[config.mk]
export PLATFORM = sky130hd
export DESIGN_NAME = mat_mul_stream
export DESIGN_NICKNAME = d
export VERILOG_FILES = /design/src/rtl/mat_mul_pkg.sv /design/src/rtl/mat_mac_unit.sv /design/src/rtl/mat_mul_stream.sv
export SDC_FILE = /design/constraint.sdc
export NUM_CORES = 2
export LEC_CHECK = 0
export ABC_AREA = 1
export CAP_MARGIN = 20
export CORE_ASPECT_RATIO = 1.5
export CORE_MARGIN = 10
export CORE_UTILIZATION = 69
export CTS_CLUSTER_DIAMETER = 30
export DETAILED_ROUTE_END_ITERATION = 8
export PLACE_DENSITY = 0.84
export SYNTH_ARGS = -nofsm -noshare
export SYNTH_HDL_FRONTEND = slang
export SYNTH_HIERARCHICAL = 1
export SYNTH_SLANG_ARGS = --single-unit
[constraint.sdc]
create_clock -name s00_axi_aclk -period 16.1 [get_ports s00_axi_aclk]
set_clock_uncertainty 0.2 [all_clocks]
set_input_delay 1.61 -clock s00_axi_aclk [delete_from_list [all_inputs] [get_ports s00_axi_aclk]]
set_output_delay 1.61 -clock s00_axi_aclk [all_outputs]
set_load 0.01 [all_outputs]
[src/rtl/mat_mul_pkg.sv]
// mat_mul_pkg: shared types and constant helpers for the matrix-multiply engine.
// Optional build macro consumed by mat_mac_unit: MAT_MUL_SATURATE_EN.
package mat_mul_pkg;

   typedef enum logic [1:0] {StIdle, StCompute, StFlush, StOut} state_e;

   // Wide enough to hold any clamp bound for DATA_WIDTH up to 64.
   localparam int unsigned SatWidth = 128;

   // Sum of DIM products of two signed DATA_WIDTH values never overflows this.
   function automatic int unsigned acc_width(input int unsigned data_width,
                                             input int unsigned dim_log);
      return 2 * data_width + dim_log;
   endfunction

   function automatic logic signed [SatWidth-1:0] sat_max(input int unsigned data_width);
      logic signed [SatWidth-1:0] one;
      one = SatWidth'(1);
      return (one <<< (data_width - 1)) - one;
   endfunction

   function automatic logic signed [SatWidth-1:0] sat_min(input int unsigned data_width);
      logic signed [SatWidth-1:0] one;
      one = SatWidth'(1);
      return -(one <<< (data_width - 1));
   endfunction

endpackage

[src/rtl/mat_mac_unit.sv]
// mat_mac_unit: registered signed multiply-accumulate with clear, and result
// formatting to DATA_WIDTH (truncate, or clamp when MAT_MUL_SATURATE_EN is defined).
module mat_mac_unit
   import mat_mul_pkg::*;
#(
   parameter int unsigned DATA_WIDTH = 32,
   parameter int unsigned ACC_WIDTH  = 66,
   parameter int unsigned ADDR_WIDTH = 4
) (
   input  logic                  s00_axi_aclk,
   input  logic                  s00_axi_aresetn,
   input  logic                  in_valid,
   input  logic                  in_clr,
   input  logic                  in_last,
   input  logic [DATA_WIDTH-1:0] in_a,
   input  logic [DATA_WIDTH-1:0] in_b,
   input  logic [ADDR_WIDTH-1:0] in_addr,
   output logic                  res_valid,
   output logic [DATA_WIDTH-1:0] res_data,
   output logic [ADDR_WIDTH-1:0] res_addr
);

   logic signed [2*DATA_WIDTH-1:0] a_ext, b_ext, prod;
   logic signed [ACC_WIDTH-1:0]    prod_ext, acc_d, acc_q;

   // Sign-extend operands and product so the sum stays exact.
   always_comb begin
      a_ext    = {{DATA_WIDTH{in_a[DATA_WIDTH-1]}}, in_a};
      b_ext    = {{DATA_WIDTH{in_b[DATA_WIDTH-1]}}, in_b};
      prod     = a_ext * b_ext;
      prod_ext = {{(ACC_WIDTH-2*DATA_WIDTH){prod[2*DATA_WIDTH-1]}}, prod};
      acc_d    = (in_clr ? '0 : acc_q) + prod_ext;
   end

   // Accumulator and result-strobe registers; res_valid marks the k-last product.
   always_ff @(posedge s00_axi_aclk or negedge s00_axi_aresetn) begin
      if (!s00_axi_aresetn) begin
         acc_q     <= '0;
         res_valid <= 1'b0;
         res_addr  <= '0;
      end else begin
         res_valid <= in_valid && in_last;
         if (in_valid) begin
            acc_q    <= acc_d;
            res_addr <= in_addr;
         end
      end
   end

`ifdef MAT_MUL_SATURATE_EN
   localparam logic signed [ACC_WIDTH-1:0] AccMax = ACC_WIDTH'(sat_max(DATA_WIDTH));
   localparam logic signed [ACC_WIDTH-1:0] AccMin = ACC_WIDTH'(sat_min(DATA_WIDTH));

   // Clamp the accumulator into the signed DATA_WIDTH range.
   always_comb begin
      if (acc_q > AccMax)      res_data = AccMax[DATA_WIDTH-1:0];
      else if (acc_q < AccMin) res_data = AccMin[DATA_WIDTH-1:0];
      else                     res_data = acc_q[DATA_WIDTH-1:0];
   end
`else
   // Plain truncation to the low DATA_WIDTH bits.
   always_comb begin
      res_data = acc_q[DATA_WIDTH-1:0];
   end
`endif

endmodule

[src/rtl/mat_mul_stream.sv]
// mat_mul_stream: AXI-Stream R = A x B engine with single-MAC sequential compute.
// Build option: define MAT_MUL_SATURATE_EN to clamp results instead of truncating.
module mat_mul_stream
   import mat_mul_pkg::*;
#(
   parameter int unsigned DIM_LOG    = 2,
   parameter int unsigned DIM        = 2 ** DIM_LOG,
   parameter int unsigned SIZE       = DIM * DIM,
   parameter int unsigned SIZE_LOG   = 2 * DIM_LOG,
   parameter int unsigned DATA_WIDTH = 32,
   parameter int unsigned ACC_WIDTH  = acc_width(DATA_WIDTH, DIM_LOG)
) (
   input  logic                    s00_axi_aclk,
   input  logic                    s00_axi_aresetn,
   output logic                    s00_axis_tready,
   input  logic [DATA_WIDTH-1:0]   s00_axis_tdata,
   input  logic                    s00_axis_tlast,
   input  logic                    s00_axis_tvalid,
   output logic                    m00_axis_tvalid,
   output logic [DATA_WIDTH-1:0]   m00_axis_tdata,
   output logic [DATA_WIDTH/8-1:0] m00_axis_tstrb,
   output logic                    m00_axis_tlast,
   input  logic                    m00_axis_tready,
   input  logic                    sel,
   input  logic                    start,
   output logic                    busy,
   output logic                    done,
   output logic                    frame_err
);

   localparam int unsigned TW = SIZE_LOG + DIM_LOG;
   localparam int unsigned CW = SIZE_LOG + 1;
   localparam logic [CW-1:0] SizeC   = CW'(SIZE);
   localparam logic [CW-1:0] SizeM1  = CW'(SIZE - 1);
   localparam logic [TW-1:0] TLast   = TW'(SIZE * DIM - 1);
   localparam logic [DIM_LOG-1:0] KLast = DIM_LOG'(DIM - 1);

   state_e state_q, state_d;
   logic rdy_q, sel_q, fl_q, done_q, frame_err_q;
   logic [CW-1:0] wcnt_q, rd_ptr_q;
   logic [TW-1:0] t_q;
   logic [DATA_WIDTH-1:0] a_mem [SIZE];
   logic [DATA_WIDTH-1:0] b_mem [SIZE];
   logic [DATA_WIDTH-1:0] r_mem [SIZE];
   logic [DATA_WIDTH-1:0] a_rd_q, b_rd_q, pf_data_q, tdata_q, res_data;
   logic s1_valid_q, s1_clr_q, s1_last_q, res_valid;
   logic [SIZE_LOG-1:0] s1_raddr_q, res_addr;
   logic pf_valid_q, pf_last_q, tvalid_q, tlast_q;
   logic compute_en, flush_en, out_en;
   logic fire, first, tgt_b, wr_en, start_ok, t_last;
   logic hs, pf_take, pf_load, last_hs;
   logic [DIM_LOG-1:0] idx_i, idx_j, idx_k;

   // FSM state register.
   always_ff @(posedge s00_axi_aclk or negedge s00_axi_aresetn) begin
      if (!s00_axi_aresetn) state_q <= StIdle;
      else                  state_q <= state_d;
   end

   // FSM next-state logic.
   always_comb begin
      state_d = state_q;
      unique case (state_q)
         StIdle:    if (start_ok) state_d = StCompute;
         StCompute: if (t_last)   state_d = StFlush;
         StFlush:   if (fl_q)     state_d = StOut;
         StOut:     if (last_hs)  state_d = StIdle;
         default:   state_d = StIdle;
      endcase
   end

   // FSM outputs; tready waits one clock after reset release via rdy_q.
   always_comb begin
      busy            = 1'b1;
      s00_axis_tready = 1'b0;
      compute_en      = 1'b0;
      flush_en        = 1'b0;
      out_en          = 1'b0;
      unique case (state_q)
         StIdle: begin
            busy            = 1'b0;
            s00_axis_tready = rdy_q;
         end
         StCompute: compute_en = 1'b1;
         StFlush:   flush_en   = 1'b1;
         StOut:     out_en     = 1'b1;
         default:   busy       = 1'b1;
      endcase
   end

   // Load, start qualification and compute-index decode.
   always_comb begin
      fire     = s00_axis_tvalid && s00_axis_tready;
      first    = (wcnt_q == '0);
      tgt_b    = first ? sel : sel_q;
      wr_en    = fire && (wcnt_q < SizeC);
      // A beat in flight only lets start through if it closes the frame.
      start_ok = start && s00_axis_tready && (fire ? s00_axis_tlast : first);
      t_last   = (t_q == TLast);
      idx_i    = t_q[TW-1 -: DIM_LOG];
      idx_j    = t_q[SIZE_LOG-1 -: DIM_LOG];
      idx_k    = t_q[DIM_LOG-1:0];
   end

   // Control registers for loading, compute index and flush.
   always_ff @(posedge s00_axi_aclk or negedge s00_axi_aresetn) begin
      if (!s00_axi_aresetn) begin
         rdy_q       <= 1'b0;
         wcnt_q      <= '0;
         sel_q       <= 1'b0;
         frame_err_q <= 1'b0;
         t_q         <= '0;
         fl_q        <= 1'b0;
         s1_valid_q  <= 1'b0;
         s1_clr_q    <= 1'b0;
         s1_last_q   <= 1'b0;
         s1_raddr_q  <= '0;
      end else begin
         rdy_q <= 1'b1;
         if (fire && first) sel_q <= sel;
         if (fire && s00_axis_tlast) begin
            wcnt_q      <= '0;
            frame_err_q <= (wcnt_q != SizeM1);
         end else if (fire) begin
            if (first)           frame_err_q <= 1'b0;
            if (wcnt_q < SizeC)  wcnt_q      <= wcnt_q + CW'(1);
         end
         if (compute_en) t_q <= t_last ? '0 : t_q + TW'(1);
         if (flush_en)   fl_q <= ~fl_q;
         s1_valid_q <= compute_en;
         s1_clr_q   <= (idx_k == '0);
         s1_last_q  <= (idx_k == KLast);
         s1_raddr_q <= {idx_i, idx_j};
      end
   end

   // Operand buffer A: stream write port, compute read port.
   always_ff @(posedge s00_axi_aclk) begin
      if (wr_en && !tgt_b) a_mem[wcnt_q[SIZE_LOG-1:0]] <= s00_axis_tdata;
      a_rd_q <= a_mem[{idx_i, idx_k}];
   end

   // Operand buffer B: stream write port, compute read port.
   always_ff @(posedge s00_axi_aclk) begin
      if (wr_en && tgt_b) b_mem[wcnt_q[SIZE_LOG-1:0]] <= s00_axis_tdata;
      b_rd_q <= b_mem[{idx_k, idx_j}];
   end

   mat_mac_unit #(
      .DATA_WIDTH (DATA_WIDTH),
      .ACC_WIDTH  (ACC_WIDTH),
      .ADDR_WIDTH (SIZE_LOG)
   ) u_mac (
      .s00_axi_aclk    (s00_axi_aclk),
      .s00_axi_aresetn (s00_axi_aresetn),
      .in_valid        (s1_valid_q),
      .in_clr          (s1_clr_q),
      .in_last         (s1_last_q),
      .in_a            (a_rd_q),
      .in_b            (b_rd_q),
      .in_addr         (s1_raddr_q),
      .res_valid       (res_valid),
      .res_data        (res_data),
      .res_addr        (res_addr)
   );

   // Output handshake: prefetch slot refills whenever it is empty or being drained.
   always_comb begin
      hs      = tvalid_q && m00_axis_tready;
      pf_take = pf_valid_q && (!tvalid_q || m00_axis_tready);
      pf_load = out_en && (rd_ptr_q != SizeC) && (!pf_valid_q || pf_take);
      last_hs = hs && tlast_q;
   end

   // Result buffer R: MAC write port, prefetch read port.
   always_ff @(posedge s00_axi_aclk) begin
      if (res_valid) r_mem[res_addr] <= res_data;
      if (pf_load)   pf_data_q <= r_mem[rd_ptr_q[SIZE_LOG-1:0]];
   end

   // Prefetch flags and master output register.
   always_ff @(posedge s00_axi_aclk or negedge s00_axi_aresetn) begin
      if (!s00_axi_aresetn) begin
         rd_ptr_q   <= '0;
         pf_valid_q <= 1'b0;
         pf_last_q  <= 1'b0;
         tvalid_q   <= 1'b0;
         tlast_q    <= 1'b0;
         tdata_q    <= '0;
         done_q     <= 1'b0;
      end else begin
         done_q <= last_hs;
         if (last_hs)      rd_ptr_q <= '0;
         else if (pf_load) rd_ptr_q <= rd_ptr_q + CW'(1);
         if (pf_load) begin
            pf_valid_q <= 1'b1;
            pf_last_q  <= (rd_ptr_q == SizeM1);
         end else if (pf_take) begin
            pf_valid_q <= 1'b0;
         end
         if (pf_take) begin
            tvalid_q <= 1'b1;
            tdata_q  <= pf_data_q;
            tlast_q  <= pf_last_q;
         end else if (hs) begin
            tvalid_q <= 1'b0;
            tlast_q  <= 1'b0;
         end
      end
   end

   assign m00_axis_tvalid = tvalid_q;
   assign m00_axis_tdata  = tdata_q;
   assign m00_axis_tlast  = tlast_q;
   assign m00_axis_tstrb  = '1;
   assign done            = done_q;
   assign frame_err       = frame_err_q;

endmodule

* After elaboration in Yosys (flattened, before gate mapping) *
Memory sizes are Yosys's and may differ from the RTL's. A register that Yosys moved wholly into a read port is not among the register bits.
Index checks and enable logic that the tools add are counted.
Widths: inputs -> output; s select.

operators by class
  $add $sub $neg = 4
  $mul = 1
  magnitude comparators = 1
  equality and inequality tests = 12
  multiplexer cells = 33
  bitwise gates (word level) = 1
  reductions and logical operators = 31

operators with widths
  cell                 count
  $add 66x66->66       1
  $mux 66              1
  $mul 32x32->64       1
  $mux 5               5
  $mux 1               21
  $logic_and 1x1->1    14
  $reduce_bool 2->1    6
  $add 5x1->5 const B  2
  $mux 2               4
  $ne 2x2->1 const B   4
  $pmux 2 s4           1
  $add 6x1->6 const B  1
  $eq 2x2->1 const B   3
  $eq 6x6->1 const B   1
  $mux 6               1
  $eq 5x4->1 const B   1
  $logic_not 5->1      1
  $lt 5x5->1 const B   1
  $ne 5x4->1 const B   1
  $ne 5x5->1 const B   1
  $logic_not 2->1      2
  $reduce_and 2->1     2
  $reduce_and 4->1     1
  $logic_not 1->1      3
  3 further kinds      4

storage, ports and cells
  bits in registers = 137
  RAM bits = 1,536
  input port bits = 39
  output and inout bits = 42
  memories kept = 3

memory list
  name   words  width  read ports  clocked after memory_dff  wr ports  RTL line              text
  a_mem  16     32     1           1                         1         mat_mul_stream.sv:42  logic [DATA_WIDTH-1:0] a_mem [SIZE];
  b_mem  16     32     1           1                         1         mat_mul_stream.sv:43  logic [DATA_WIDTH-1:0] b_mem [SIZE];
  r_mem  16     32     1           1                         1         mat_mul_stream.sv:44  logic [DATA_WIDTH-1:0] r_mem [SIZE];

* Depth between registers and ports, before layout *
  depth after elaboration = 7
  mapped depth = 43
  depth with buffers taken out = 41

* Modules after synthesis *
The synthesis kept the hierarchy.

by module, submodules not included
  module          times used  cells each  area each (um^2)
  mat_mul_stream  1           5,389       66,307.3
  mat_mac_unit    1           2,919       20,925.1

* Worst setup path before layout *
Ideal clock, no wire load.

  path type = reg2reg
  from = register a_rd_q[12] (read register of a_mem)
  to = register u_mac.acc_q[30]
  setup time = 0.132 ns
  data arrival time = 7.817 ns
  data required time = 15.768 ns
  path slack = 7.951 ns
  stages on the path, launching flop included = 36
  clock period less this slack = 8.149 ns
  cell sequence = dfxtp_1 > clkbuf_1 > buf_1 > nand2_1 > fa_1 > inv_1 > fa_1 > fa_1 > inv_1 > fa_1 > inv_1 > fa_1 > inv_1 > fa_1 > inv_1 > fa_1 > inv_1 > fa_1 > inv_1 > ha_1 > nand2_1 > nor2_1 > nand2_1 > or4_1 > o221ai_1 > xor2_1 > ha_1 > inv_1 > nor3_1 > nand2_1 > o311ai_0 > a21oi_1 > nand2_1 > or2_2 > nand3_1 > o21ai_0

on the way
  longest elaborated chain between the ends = 2

RTL lines
  item                  RTL line              text
  from (decl)           mat_mul_stream.sv:45  logic [DATA_WIDTH-1:0] a_rd_q, b_rd_q, pf_data_q, tdata_q, res_data;
  $mul 32x32->64        mat_mac_unit.sv:30    prod = a_ext * b_ext;
  $add 66x66->66        mat_mac_unit.sv:32    acc_d = (in_clr ? '0 : acc_q) + prod_ext;
  to (signal assigned)  mat_mac_unit.sv:38    acc_q <= '0;
  to (signal assigned)  mat_mac_unit.sv:44    acc_q <= acc_d;
  to (decl)             mat_mac_unit.sv:24    logic signed [ACC_WIDTH-1:0] prod_ext, acc_d, acc_q;

No other way between the ends.
A chain may end at the register's enable or synchronous reset.

* Worst setup path after layout *
  from = register a_rd_q[11] (read register of a_mem)
  to = register u_mac.acc_q[30]

The elaborated chain is that of the path after synthesis.

==> flow_metrics.env <==
export IMPL_hold_class="flop to flop"
export IMPL_hpwl_mm=135.0
export IMPL_syn_to_final_growth_pct=10.20
export IMPL_clk_pin_slew_ps=60
export IMPL_synthFlopType="edfxtp_1"
export IMPL_synthesis_instances=8308
export IMPL_wl_per_cell_um=22.52
export IMPL_synth_cell_area_mm2=0.08723
export IMPL_fin_tns_setup_ps=0
export IMPL_design_area_mm2=0.09613
export IMPL_cap_violations=0
export IMPL_fp_dieArea_mm2=0.1413
export IMPL_rsz0062_at_grt="no"
export IMPL_drc_errors=0
export IMPL_synth_compound_area_share_pct=6.115
export IMPL_yosysSeqAreaShare_pct=58.40
export IMPL_ys_warn_count=6
export IMPL_muxShareOfSynthArea_pct=0.4131
export IMPL_synthXorXnorAreaFrac_pct=0.5924
export IMPL_pin_count=81
export IMPL_drive_above_1_share_pct=7.168
export IMPL_drtIter0Drc=7020
export IMPL_async_reset_ff_share_pct=5.937
export IMPL_grt_start_max_net_pins=157
export IMPL_clk_insertion_delay_late_ps=860
export IMPL_final_util_pct=76.70
export IMPL_r2r_slack_ps=6980
export IMPL_setup_violations=0
export IMPL_root_buffer="clkbuf_16"
export IMPL_yosys_cell_types_count=60
export IMPL_status="complete, no violations"
export IMPL_grt_pass1_vias=62811
export IMPL_critPathKind="flop to flop"
export IMPL_synth_area_per_cell_um2=10.50
export IMPL_hold_buffers=0
export IMPL_place_congestion=0.9760
export IMPL_wl_mm=226.4
export IMPL_end_kind="flop"
export IMPL_synth_common_cells="edfxtp_1, nor2_1, nand2_1"
export IMPL_path_max_fanout=21
export IMPL_cts_sinks=1735
export IMPL_max_freq_ghz=0.1097
export IMPL_port_buffers=76
export IMPL_required_ps=16580
export IMPL_ys_ff_latch=1735
export IMPL_yosysMostFrequentCell="edfxtp_1"
export IMPL_synthSimpleGateAreaFrac_pct=15.28
export IMPL_slowest_stage="dfxtp_1"
export IMPL_gr_total_overflow=0
export IMPL_synth_largest_area_cell="edfxtp_1"
export IMPL_core_area_mm2=0.1253
export IMPL_postCtsSetupRepairBufs=0
export IMPL_rows=159
export IMPL_post_cts_resized=0
export IMPL_grt_util_all_layers_pct=31.95
export IMPL_finalHoldViolCount=0
export IMPL_cts_max_path_buffers=3
export IMPL_min_period_ps=9117
export IMPL_fp_dieW_um=310.3
export IMPL_critPathLaunchType="flop"
export IMPL_grt_pass1_wl_mm=345.3
export IMPL_synth_edf_count=1568
export IMPL_slew_headroom_pct=23.77
export IMPL_netlist_top_cells_area="edfxtp_1, fa_1, nor2_1"
export IMPL_first_pass_iters=9
export IMPL_crit_path_max_incr_delay_ps=1050
export IMPL_nets=8919
export IMPL_cts_made_buffers=195
export IMPL_via_per_inst=6.077
export IMPL_cts_tree="yes"
export IMPL_maxSlewViolCount=0
export IMPL_grt_antenna_before_repair=9
export IMPL_arrival_ps=9600
export IMPL_die_h_um=455.5
export IMPL_netlist_area_leader_share_pct=53.98
export IMPL_placed_area_mm2=0.08921
export IMPL_htreeDepth=4
export IMPL_synth_top_family_by_area="simple AND/OR/NAND/NOR gates"
export IMPL_synth_fa_ha_area_share_pct=12.21
export IMPL_vias=61085
export IMPL_worst_slew_pin_slew_ps=1140
export IMPL_finalCritPeriodShare_pct=56.63
export IMPL_initial_core_util_pct=69.60
export IMPL_drtAntennaViolNets=0
flip-flops by register name (all words and copies together), names as in the netlist, 2 cells and up:
signal          count
s1_raddr_q          4
wcnt_q              5
rd_ptr_q            5
a_mem             512
a_rd_q             32
r_mem             512
t_q                 6
m00_axis_tdata     32
u_mac/acc_q        32
b_mem             512
u_mac/res_addr      4
b_rd_q             32
state_q             2
pf_data_q          32
per-layer routing:
layer | track usage [%] | up-vias | part of all wire [%]
li1 | - | 26946 | -
met1 | 34.81 | 29381 | 32
met2 | 56.19 | 3703 | 52
met3 | 5.452 | 1051 | 9.0
met4 | 21.69 | 4 | 7.2
met5 | 0 | - | 0.0097
critical path, delay by kind of cell (launching register included):
family          cells  cell delay, ps
fa+ha+maj          10            4880
buf+inv             8             490
simple gates       10            1510
compound gates      4             630
flops               1            1050
xor+xnor            1             190
final cells by class:
type / count / area, um^2
Tap cell: 1610 / 2014
Inverter: 1074 / 4054
Clock buffer: 216 / 5021
Fill cell: 7348 / 29210
Timing Repair Buffer: 197 / 1831
Multi-Input combinational cell: 5071 / 30570
Clock inverter: 147 / 1668
Antenna cell: 2 / 5.005
Sequential cell: 1735 / 50970
stage by stage:
| stage | setup WS, ps | std cells | hold slack (ps) |
|---|---|---|---|
| 2_1_floorplan | 7951 | 8312 | 148.7 |
| 3_3_place_gp | 7109 | 9675 | 211.8 |
| 3_5_place_dp | 7050 | 9676 | 228.8 |
| 4_1_cts | 7013 | 10039 | 243.9 |
| 5_1_grt | 6463 | 10052 | 276.0 |
| 6_report | 6983 | 10052 | 244.7 |
layout by cell type, fill, tap and decap left out, drive strengths merged, types with 4 or more instances in the layout:
cell and count:
bufinv 13, clkinvlp 27, xnor2 29, ha 197
a21oi 64, nand3 355, o211ai 38, nand2 1465
edfxtp 1568, inv 1123, buf 121, nand4 43
a31oi 12, fa 409, nand3b 5, mux2 32
nor2 1476, nor3 6, a21boi 4, clkbuf 217
dfxtp 64, or2 6, clkinv 58, dfrtp 103
conb 5, o21ai 869, xor2 30, clkdlybuf4s50 75
cell families (layout without fill, tap and decap cells):
group                    Yosys count  in the layout
buffers and inverters           1506           1634
flip-flops                      1735           1735
adder cells (fa/ha/maj)          606            606
multiplexers                      32             32
AND/OR/NAND/NOR                 3360           3360
other                              1              7
AO/OA/AOI/OAI                   1009           1009
XOR/XNOR                          59             59
path summary, 6_finish.rpt:
path / to / cells past startpoint / start
max in group asynchronous: t_q[0]$_DFFE_PN0P_ / 2 / s00_axi_aresetn
setup / recovery: u_mac/acc_q[30]$_DFFE_PN0P_ / 33 / a_rd_q[11]$_DFF_P_
hold / removal: u_mac/res_valid$_DFF_PN0_ / 2 / s1_last_q$_DFF_PN0_
setup reg to reg: u_mac/acc_q[30]$_DFFE_PN0P_ / 33 / a_rd_q[11]$_DFF_P_
min in group asynchronous: m00_axis_tdata[16]$_DFFE_PN0P_ / 1 / s00_axi_aresetn
hold reg to reg: u_mac/res_valid$_DFF_PN0_ / 2 / s1_last_q$_DFF_PN0_
Power is left out: the tool's default activity adds up to more than one toggle a clock period on the data nets, which glitch-free logic cannot reach.
